==> config.mk <==
export PLATFORM = sky130hd
export DESIGN_NAME = muldiv_unit_flat
export DESIGN_NICKNAME = d
export VERILOG_FILES = /design/src/rtl/muldiv_unit_if.sv /design/src/rtl/muldiv_unit.sv /design/src/flat_wrapper.sv
export SDC_FILE = /design/constraint.sdc
export NUM_CORES = 1
export LEC_CHECK = 0
export BUFFER_PORTS_ARGS = -buffer_cell sky130_fd_sc_hd__buf_2
export CORE_MARGIN = 2
export CORE_UTILIZATION = 55
export DETAILED_ROUTE_END_ITERATION = 8
export PLACE_DENSITY = 0.74
export SLEW_MARGIN = 10
export SYNTH_ARGS = -nofsm -noshare
export SYNTH_HDL_FRONTEND = slang
export SYNTH_SLANG_ARGS = --single-unit
export TNS_END_PERCENT = 30
==> constraint.sdc <==
create_clock -name clk -period 7.8 [get_ports clk]
set_input_delay 0.78 -clock clk [delete_from_list [all_inputs] [get_ports clk]]
set_output_delay 0.78 -clock clk [all_outputs]
set_load 0.005 [all_outputs]
==> src/rtl/muldiv_unit_if.sv <==
`default_nettype none
// ============================================================================
//  Interface : muldiv_unit_if
//  Purpose   : Request/result bundle between the execute stage and the
//              iterative multiply/divide unit.
//  Signals   : a, b   - srcA / srcB operands
//              op     - operation select (MULT, MULTU, DIV, DIVU, MTHI, MTLO)
//              start  - request, only honoured while the unit is idle
//              busy   - operation in flight (controller stalls the PC)
//              done   - one-cycle pulse when HI/LO take a MUL/DIV result
//              hi, lo - architectural HI/LO registers
//  Modports  : master (execute stage / bench), slave (muldiv_unit)
//  Revision  : 1.0 - initial release
// ============================================================================
interface muldiv_unit_if #(
  parameter int WIDTH = 32
);
  logic [WIDTH-1:0] a;
  logic [WIDTH-1:0] b;
  logic [2:0]       op;
  logic             start;
  logic             busy;
  logic             done;
  logic [WIDTH-1:0] hi;
  logic [WIDTH-1:0] lo;

  modport master (
    output a, b, op, start,
    input  busy, done, hi, lo
  );

  modport slave (
    input  a, b, op, start,
    output busy, done, hi, lo
  );
endinterface
`default_nettype wire

==> src/rtl/muldiv_unit.sv <==
`default_nettype none
// ============================================================================
//  Module    : muldiv_unit
//  Purpose   : Iterative multiply/divide unit holding the architectural HI/LO
//              registers. MULT/MULTU use radix-2 shift-add, DIV/DIVU use
//              restoring division, one bit per clock over WIDTH iterations,
//              followed by a single sign-fixup cycle that writes HI/LO.
//              MTHI/MTLO write HI/LO directly when the unit is idle.
//  Ports     : clk   - rising-edge clock
//              reset - asynchronous active-low reset (0 = reset)
//              bus   - muldiv_unit_if.slave (a, b, op, start, busy, done,
//                      hi, lo)
//  Options   : MULDIV_FAST_MUL_EN - when defined, MULT/MULTU finish in the
//              start cycle on a full WIDTHxWIDTH multiplier; divide stays
//              iterative. Undefined: everything is iterative and no
//              hardware multiplier is inferred.
//  Revision  : 1.0 - initial release
// ============================================================================
module muldiv_unit #(
  parameter int WIDTH = 32
) (
  input  logic          clk,
  input  logic          reset,
  muldiv_unit_if.slave  bus
);

  localparam int                 c_cnt_w   = $clog2(WIDTH + 1);
  localparam logic [c_cnt_w-1:0] c_last    = c_cnt_w'(WIDTH - 1);
  localparam logic [2:0]         c_op_mult  = 3'b000;
  localparam logic [2:0]         c_op_multu = 3'b001;
  localparam logic [2:0]         c_op_div   = 3'b010;
  localparam logic [2:0]         c_op_divu  = 3'b011;
  localparam logic [2:0]         c_op_mthi  = 3'b100;
  localparam logic [2:0]         c_op_mtlo  = 3'b101;

  typedef enum logic [1:0] {
    S_IDLE = 2'd0,
    S_RUN  = 2'd1,
    S_FIX  = 2'd2
  } state_t;

  state_t r_state;
  state_t w_state_nxt;

  // --------------------------------------------------------------------------
  // Registers
  // --------------------------------------------------------------------------
  logic [c_cnt_w-1:0]   r_cnt;
  logic                 r_is_div;
  logic                 r_neg_q;    // negate product / quotient at fixup
  logic                 r_neg_r;    // negate remainder at fixup
  logic                 r_bzero;    // divide by zero captured
  logic [WIDTH-1:0]     r_orig_a;   // signed dividend as captured
  logic [WIDTH-1:0]     r_opd;      // mul: |multiplicand|, div: |divisor|
  logic [2*WIDTH-1:0]   r_acc;      // mul: {partial, multiplier}; div: low half = dividend/quotient
  logic [WIDTH-1:0]     r_rem;      // div partial remainder (always < divisor)
  logic [WIDTH-1:0]     r_hi;
  logic [WIDTH-1:0]     r_lo;
  logic                 r_done;

  // --------------------------------------------------------------------------
  // Request decode and operand conditioning
  // --------------------------------------------------------------------------
  logic             w_op_signed;
  logic             w_op_div;
  logic             w_launch;
  logic [WIDTH-1:0] w_abs_a;
  logic [WIDTH-1:0] w_abs_b;

  assign w_op_signed = (bus.op == c_op_mult) || (bus.op == c_op_div);
  assign w_op_div    = (bus.op == c_op_div)  || (bus.op == c_op_divu);

  // The most negative value maps onto itself, which read as unsigned is
  // exactly its magnitude, so no extra bit is needed.
  assign w_abs_a = (w_op_signed && bus.a[WIDTH-1]) ? (WIDTH'(0) - bus.a) : bus.a;
  assign w_abs_b = (w_op_signed && bus.b[WIDTH-1]) ? (WIDTH'(0) - bus.b) : bus.b;

`ifdef MULDIV_FAST_MUL_EN
  logic               w_fast;
  logic [2*WIDTH-1:0] w_fast_a;
  logic [2*WIDTH-1:0] w_fast_b;
  logic [2*WIDTH-1:0] w_fast_prod;

  assign w_launch = bus.start && w_op_div;
  assign w_fast   = bus.start && ((bus.op == c_op_mult) || (bus.op == c_op_multu));
  // Sign- or zero-extend to 2*WIDTH; the truncated 2*WIDTH product is then
  // correct for both signed and unsigned operands with one multiplier.
  assign w_fast_a    = {{WIDTH{w_op_signed & bus.a[WIDTH-1]}}, bus.a};
  assign w_fast_b    = {{WIDTH{w_op_signed & bus.b[WIDTH-1]}}, bus.b};
  assign w_fast_prod = w_fast_a * w_fast_b;
`else
  assign w_launch = bus.start && !bus.op[2];
`endif

  // --------------------------------------------------------------------------
  // Iteration datapath
  // --------------------------------------------------------------------------
  logic [WIDTH:0]     w_mul_sum;
  logic [2*WIDTH-1:0] w_mul_nxt;
  logic [WIDTH:0]     w_div_sh;
  logic [WIDTH+1:0]   w_div_trial;
  logic               w_div_ok;

  // Shift-add: conditionally add the multiplicand into the upper half, then
  // shift the whole accumulator right, carry included.
  assign w_mul_sum = {1'b0, r_acc[2*WIDTH-1:WIDTH]}
                   + (r_acc[0] ? {1'b0, r_opd} : {(WIDTH+1){1'b0}});
  assign w_mul_nxt = {w_mul_sum, r_acc[WIDTH-1:1]};

  // Restoring divide: bring in the next dividend bit, trial-subtract the
  // divisor, keep the difference only when it did not borrow.
  assign w_div_sh    = {r_rem, r_acc[WIDTH-1]};
  assign w_div_trial = {1'b0, w_div_sh} - {2'b00, r_opd};
  assign w_div_ok    = !w_div_trial[WIDTH+1];

  // --------------------------------------------------------------------------
  // Sign fixup
  // --------------------------------------------------------------------------
  logic [2*WIDTH-1:0] w_prod_fix;
  logic [WIDTH-1:0]   w_quo_fix;
  logic [WIDTH-1:0]   w_rem_fix;

  assign w_prod_fix = r_neg_q ? ((2*WIDTH)'(0) - r_acc) : r_acc;
  assign w_quo_fix  = r_neg_q ? (WIDTH'(0) - r_acc[WIDTH-1:0]) : r_acc[WIDTH-1:0];
  assign w_rem_fix  = r_neg_r ? (WIDTH'(0) - r_rem) : r_rem;

  // --------------------------------------------------------------------------
  // Control FSM
  // --------------------------------------------------------------------------
  always_ff @(posedge clk or negedge reset) begin
    if (!reset) begin
      r_state <= S_IDLE;
    end else begin
      r_state <= w_state_nxt;
    end
  end

  always_comb begin
    w_state_nxt = r_state;
    case (r_state)
      S_IDLE:  if (w_launch) w_state_nxt = S_RUN;
      S_RUN:   if (r_cnt == c_last) w_state_nxt = S_FIX;
      S_FIX:   w_state_nxt = S_IDLE;
      default: w_state_nxt = S_IDLE;
    endcase
  end

  // --------------------------------------------------------------------------
  // Datapath and HI/LO
  // --------------------------------------------------------------------------
  always_ff @(posedge clk or negedge reset) begin
    if (!reset) begin
      r_cnt    <= '0;
      r_is_div <= 1'b0;
      r_neg_q  <= 1'b0;
      r_neg_r  <= 1'b0;
      r_bzero  <= 1'b0;
      r_orig_a <= '0;
      r_opd    <= '0;
      r_acc    <= '0;
      r_rem    <= '0;
      r_hi     <= '0;
      r_lo     <= '0;
      r_done   <= 1'b0;
    end else begin
      r_done <= 1'b0;
      case (r_state)
        S_IDLE: begin
          if (w_launch) begin
            r_cnt    <= '0;
            r_is_div <= w_op_div;
            r_neg_q  <= w_op_signed && (bus.a[WIDTH-1] ^ bus.b[WIDTH-1]);
            r_neg_r  <= w_op_signed && bus.a[WIDTH-1];
            r_bzero  <= (bus.b == '0);
            r_orig_a <= bus.a;
            r_rem    <= '0;
            if (w_op_div) begin
              r_opd <= w_abs_b;
              r_acc <= {{WIDTH{1'b0}}, w_abs_a};
            end else begin
              r_opd <= w_abs_a;
              r_acc <= {{WIDTH{1'b0}}, w_abs_b};
            end
          end
`ifdef MULDIV_FAST_MUL_EN
          else if (w_fast) begin
            r_hi   <= w_fast_prod[2*WIDTH-1:WIDTH];
            r_lo   <= w_fast_prod[WIDTH-1:0];
            r_done <= 1'b1;
          end
`endif
          else if (bus.start && (bus.op == c_op_mthi)) begin
            r_hi <= bus.a;
          end else if (bus.start && (bus.op == c_op_mtlo)) begin
            r_lo <= bus.a;
          end
        end

        S_RUN: begin
          r_cnt <= r_cnt + c_cnt_w'(1);
          if (r_is_div) begin
            r_rem              <= w_div_ok ? w_div_trial[WIDTH-1:0] : w_div_sh[WIDTH-1:0];
            r_acc[WIDTH-1:0]   <= {r_acc[WIDTH-2:0], w_div_ok};
          end else begin
            r_acc <= w_mul_nxt;
          end
        end

        S_FIX: begin
          r_done <= 1'b1;
          if (r_is_div) begin
            if (r_bzero) begin
              r_hi <= r_orig_a;
              r_lo <= '1;
            end else begin
              r_hi <= w_rem_fix;
              r_lo <= w_quo_fix;
            end
          end else begin
            r_hi <= w_prod_fix[2*WIDTH-1:WIDTH];
            r_lo <= w_prod_fix[WIDTH-1:0];
          end
        end

        default: ;
      endcase
    end
  end

  assign bus.busy = (r_state != S_IDLE);
  assign bus.done = r_done;
  assign bus.hi   = r_hi;
  assign bus.lo   = r_lo;

endmodule
`default_nettype wire

==> src/flat_wrapper.sv <==
// flat-port wrapper written by rule: the top's interface ports become plain ports
module muldiv_unit_flat 
#(
  parameter int WIDTH = 32
)
  (clk, reset, bus_a, bus_b, bus_op, bus_start, bus_busy, bus_done, bus_hi, bus_lo);
  muldiv_unit_if #(.WIDTH(WIDTH)) bus_i ();
  input  logic clk;
  input  logic reset;
  input wire logic [$bits(bus_i.a)-1:0] bus_a;
  input wire logic [$bits(bus_i.b)-1:0] bus_b;
  input wire logic [$bits(bus_i.op)-1:0] bus_op;
  input wire logic [$bits(bus_i.start)-1:0] bus_start;
  output wire logic [$bits(bus_i.busy)-1:0] bus_busy;
  output wire logic [$bits(bus_i.done)-1:0] bus_done;
  output wire logic [$bits(bus_i.hi)-1:0] bus_hi;
  output wire logic [$bits(bus_i.lo)-1:0] bus_lo;
  assign bus_i.a = bus_a;
  assign bus_i.b = bus_b;
  assign bus_i.op = bus_op;
  assign bus_i.start = bus_start;
  assign bus_busy = bus_i.busy;
  assign bus_done = bus_i.done;
  assign bus_hi = bus_i.hi;
  assign bus_lo = bus_i.lo;
  muldiv_unit #(.WIDTH(WIDTH)) u_core (.clk(clk), .reset(reset), .bus(bus_i));
endmodule
== Word level (Yosys, flattened, before mapping) ==
Cells that the tools add are included.

* Add/subtract/negate cells: 8
* Bitwise operators: 1
* Reduce and logical (&&, ||, !) cells: 23
* Equality and inequality tests: 15
* Mux-type cells: 33

{| class="wikitable"
|+ Operator list
! kind !! number
|-
| 2-to-1 mux 32 bit || 21
|-
| case mux 32 bit (2 select lines) || 3
|-
| 2-to-1 mux 64 bit || 2
|-
| case mux 64 bit (2 select lines) || 1
|-
| subtractor 1 x 32 -> 32 bit, first input constant || 4
|-
| subtractor 1 x 64 -> 64 bit, first input constant || 1
|-
| subtractor 33 x 32 -> 34 bit || 1
|-
| adder 32 x 33 -> 33 bit || 1
|-
| zero test 32 bit || 1
|-
| case mux 6 bit (2 select lines) || 1
|-
| != test 2 x 1 -> 1 bit, second input constant || 5
|-
| AND reduction 3 bit || 3
|-
| adder 6 x 1 -> 6 bit, second input constant || 1
|-
| equality test 3 x 2 -> 1 bit, second input constant || 2
|-
| equality test 3 bit, second input constant || 2
|-
| equality test 6 x 5 -> 1 bit, second input constant || 1
|-
| logical AND 1 bit || 6
|-
| 2-to-1 mux 6 bit || 1
|-
| != test 2 bit, second input constant || 3
|-
| AND reduction 2 bit || 3
|-
| nonzero test 2 bit || 3
|-
| 2-to-1 mux 2 bit || 2
|-
| case mux 2 bit (2 select lines) || 1
|-
| AND reduction 4 bit || 1
|-
| other kinds (8) || 10
|}

* Input port bits: 70
* Register bits after elaboration: 237

== Depth between registers and ports, before layout ==
* Depth after elaboration: 7
* Depth in mapped cells: 14

== Least setup slack after synthesis ==
Ideal clock, no wire load.

* Kind: reg-to-reg
* Start point: register u_core.r_acc[12]
* End point: register u_core.r_hi[24], in the netlist u_core.bus.hi[24]
* Setup slack: 4.346 ns
* Arrival time: 3.310 ns
* Required time: 7.656 ns
* Path buffers: 2
* Stages on the path, launching flop included: 12
* Cells stage by stage: dfrtp_1 > buf_6 > or4_4 > or4_4 > nor4_4 > nand2_2 > or3_1 > buf_2 > or3_4 > o41ai_2 > xor2_1 > o221ai_1

* Cells in the longest elaborated chain, start to end: 4

{| class="wikitable"
|+ RTL lines
! what !! line !! RTL
|-
| from (decl) || muldiv_unit.sv:55 || <nowiki>logic [2*WIDTH-1:0] r_acc;</nowiki>
|-
| from (signal assigned) || muldiv_unit.sv:179 || <nowiki>r_acc <= {{WIDTH{1'b0}}, w_abs_a};</nowiki>
|-
| from (signal assigned) || muldiv_unit.sv:182 || <nowiki>r_acc <= {{WIDTH{1'b0}}, w_abs_b};</nowiki>
|-
| from (signal, indexed assignment) || muldiv_unit.sv:203 || <nowiki>r_acc[WIDTH-1:0] <= {r_acc[WIDTH-2:0], w_div_ok};</nowiki>
|-
| subtractor 1 x 64 -> 64 bit || muldiv_unit.sv:123 || <nowiki>assign w_prod_fix = r_neg_q ? ((2*WIDTH)'(0) - r_acc) : r_acc;</nowiki>
|-
| 2-to-1 mux 64 bit || muldiv_unit.sv:123 ||
|-
| 2-to-1 mux 32 bit || muldiv_unit.sv:211 || <nowiki>if (r_is_div) begin</nowiki>
|-
| case mux 32 bit (2 select lines) || muldiv_unit.sv:167 || <nowiki>case (r_state)</nowiki>
|-
| to (signal assigned) || muldiv_unit.sv:213 || <nowiki>r_hi <= r_orig_a;</nowiki>
|-
| to (signal assigned) || muldiv_unit.sv:216 || <nowiki>r_hi <= w_rem_fix;</nowiki>
|-
| to (signal assigned) || muldiv_unit.sv:220 || <nowiki>r_hi <= w_prod_fix[2*WIDTH-1:WIDTH];</nowiki>
|-
| to (decl) || muldiv_unit.sv:57 || <nowiki>logic [WIDTH-1:0] r_hi;</nowiki>
|}

No other way between the ends.
A chain may end at the register's enable or synchronous reset.

== Worst setup path in the final report ==
* Start point: register u_core.r_acc[14]
* End point: register u_core.r_hi[24], in the netlist u_core.bus.hi[24]

Same word-level chain as after synthesis.

==> impl_metrics.yaml <==
pwr:
  p_clk_frac: 0.190
  total_power_mw: 7.37
  power.leakage_nw: 8.43
  peakVddDrop_mv: 0.374
  switching_share: 0.458
  p_int_mw: 3.99
  pwr_density_cell_mw_per_mm2: 377
  p_sw_mw: 3.38
  p_comb_frac: 0.507
  seq_power_share: 0.303
cells_and_area:
  drive_gt1_frac: 0.0989
  multi_input_area_mm2: 0.0111
  final_common_cell: "nand2_1"
  stdcell_area_mm2: 0.0196
  final_cell_mix: "321 x nand2_1, 274 x o21ai_0, 235 x dfrtp_1"
  fillers: 2801
  final-seq-area_mm2: 0.00593
  area_growth_pct: 10.2
  nNetsFinal: 2396
timing:
  fmax_mhz: 256
  fin_crit_sh: 0.501
  fin_crit_ns: 3.91
  fin_skew_ns: 0.0288
  setup_viol: 0
  rsz0062_at_grt: "no"
  report.final.hold_viol_count: 0
  finalMaxSlewViolations: 0
  fin_setup_tns_ns: 0
  slew_headroom: 0.195
  whs_ns: 0.216
  tightest_slew_ns: 1.20
place:
  io_buffers: 135
  post_dp_cell_area_mm2: 0.0186
  dp_hpwl_mm: 46.9
  place_congestion: 1.01
die:
  num_rows: 65
  ioPinCount: 136
  core_area_mm2: 0.0316
  die_y_um: 184
  start_util: 0.561
  die_area_mm2: 0.0337
  die_x_um: 184
global_routing:
  grtUsageTotal: 0.374
  grt_pass1_vias: 15900
  antenna_found_initial: 3
  grt_max_degree: 147
  grt_pass1_wl_mm: 96.7
  grt_overflow: 0
route:
  routed_wl_mm: 63.4
  drc: 0
  dr_wl_met2_mm: 26.6
  ant_nets: 0
  wl_met1_mm: 26.0
  top_layer_used: "met5"
  drt-vias-per-instance: 6.59
  dr.first_iter.drc_count: 2241
  drt_pass1_iterations: 5
  avgRoutedWirePerCell_um: 23.7
  vias: 17700
  routed-wl-met3_mm: 7.73
outcome:
  status: "finished clean"
logic_synthesis:
  synth_top_family_by_area: "compound AO/OA/AOI/OAI gates"
  synthMuxAreaShare: 0.0350
  yosysUniqueCellTypes: 70
  synthSimpleGateAreaFrac: 0.182
  ys_async_sr_fraction: 1.00
  yosysTopAreaCell: "dfrtp_1"
  synth-compound-area-share: 0.259
  synth_edf_count: 0
  synth_cells: 2214
  syn_avg_cell_area_um2: 8.01
  syn_nets: 2355
  ys_seq_area_frac: 0.334
  synth_ff_type: "dfrtp_1"
  synth_fa_ha_area_frac: 0.0509
  synth_xor_xnor_area_share: 0.0963
  synth_area_leaders: "dfrtp_1 33%, o21ai_0 7.7%, nand2_1 6.8%"
  syn_area_mm2: 0.0177
  ys_warn_count: 0
  yosysTopAreaCellShare: 0.334
  synth_seq_cells: 237
worst_setup_path:
  reg2reg_to: "u_core.bus.hi[24]$_DFFE_PN0P_"
  cp_top_family: "simple AND/OR/NAND/NOR gates"
  worst_path_max_delay_cell: "or4_4"
  path_class: "reg2reg"
  regToRegSetupSlack_ns: 3.89
  reg2reg_depth: 9
  path_cells: "or4_4, or4_4, nor4_4, nand2_2, or3_1, or3_4, o41ai_2, xor2_1, o221ai_1"
  crit_top_cell: "or4_4"
  start_kind: "flop"
  r2r-start: "u_core.r_acc[14]$_DFFE_PN0P_"
  crit_buf_inv: 0
  worstSetupEndpointType: "flop"
  crit_fanout: 7
  crit_path_max_incr_delay_ns: 0.58
  worstPathArrival_ns: 4.32
  cp.required_ns: 8.21
cts:
  clkTransAtPathRegs_ns: 0.06
  cts_hold_buf: 0
  numCtsBuffers: 28
  postCtsSetupBuffers: 0
  cts-root-buf: "clkbuf_16"
  ctsResizeCount: 0
  cts_tree: "done"
  cts_sinks: 237
  clock_path_buffers: 3
  htreeDepth: 1
  clock_latency_ns: 0.57
job:
  drv_cap: 0
hold_path:
  hold_path_class: "in2async"
-- flip-flops by register name (all words and copies together), names as in the netlist --
register	count
u_core.bus.done	1
u_core.r_neg_q	1
u_core.r_acc	64
u_core.bus.hi	32
u_core.r_orig_a	32
u_core.r_opd	32
u_core.bus.lo	32
u_core.r_rem	32
u_core.r_is_div	1
u_core.r_bzero	1
u_core.r_cnt	6
u_core.r_state	2
u_core.r_neg_r	1
-- cells in the mapped netlist, types with 13 or more instances --
cell type	count
nand2_1	321
o21ai_0	274
dfrtp_1	237
nor2_1	164
a21oi_1	142
clkbuf_1	124
xnor2_1	107
xor2_1	88
ha_1	69
mux2i_1	62
inv_1	57
o31ai_1	50
nand3_1	45
a211oi_1	44
a21o_1	40
o22ai_1	38
or3_1	32
o211ai_1	30
nand2b_1	21
nor3_1	21
or4_1	20
o41ai_1	17
and3_1	16
o221ai_1	16
buf_1	15
a31oi_1	14
nor2b_1	14
or2_2	13
-- routing by layer --
metal	global-route usage	vias up
met5	0	-
met3	0.0866	176
met1	0.532	8462
met4	0.158	2
li1	-	8047
met2	0.544	987
-- cells by family (layout without fill, tap and decap cells) --
logic type      count (synthesis)  in the layout
xor+xnor                      195            195
flops                         237            237
buf+inv                       199            261
fa+ha+maj                      71             71
simple gates                  709            709
mux                            62             62
compound gates                741            741
other cells                     0              2
-- worst reg2reg max path, stage by stage (launching register included) --
cell      delay (ns)
dfrtp_1         0.44
or4_4           0.58
or4_4           0.54
nor4_4          0.49
nand2_2         0.18
or3_1           0.52
or3_4           0.42
o41ai_2         0.26
xor2_1          0.19
o221ai_1        0.13
-- cell type report --
type,instances,share of cell area
Timing Repair Buffer,153,0.0426
Inverter,57,0.0109
Sequential cell,237,0.303
Tap cell,402,0.0257
Multi-Input combinational cell,1778,0.567
Antenna cell,2,0.000256
Clock inverter,10,0.00838
Clock buffer,41,0.0414
-- through the flow --
step	utilization	setup slack (ns)	cells
after detailed placement	0.587	3.97	2627
after global placement	0.587	4.09	2627
after CTS	0.618	3.93	2678
after global routing	0.618	3.78	2678
final	0.618	3.89	2680
after floorplan	-	4.35	2214
-- how the worst max path moves through the flow --
stage                                     to  cells past startpoint  slack (ns)                    startpoint
3_3_place_gp   u_core.bus.hi[24]$_DFFE_PN0P_                      9        4.09  u_core.r_acc[14]$_DFFE_PN0P_
5_1_grt        u_core.bus.hi[23]$_DFFE_PN0P_                      9        3.78  u_core.r_acc[14]$_DFFE_PN0P_
6_report       u_core.bus.hi[24]$_DFFE_PN0P_                      9        3.89  u_core.r_acc[14]$_DFFE_PN0P_
2_1_floorplan  u_core.bus.hi[24]$_DFFE_PN0P_                     11        4.35  u_core.r_acc[12]$_DFFE_PN0P_
4_1_cts        u_core.bus.hi[24]$_DFFE_PN0P_                      9        3.93  u_core.r_acc[14]$_DFFE_PN0P_
3_5_place_dp   u_core.bus.hi[24]$_DFFE_PN0P_                      9        3.97  u_core.r_acc[14]$_DFFE_PN0P_
-- power by group through the flow --
| stage | Sequential, mW | Combinational [mW] | Clock (mW) |
|---|---|---|---|
| finish | 2.23 | 3.73 | 1.40 |
| global route | 2.27 | 4.10 | 1.46 |
| CTS | 2.20 | 3.66 | 1.41 |
| detailed placement | 2.22 | 3.65 | 0 |
| global placement | 2.20 | 3.57 | 0 |
| floorplan | 1.98 | 2.75 | 0 |
No activity file was read; power rests on OpenSTA's default activity.
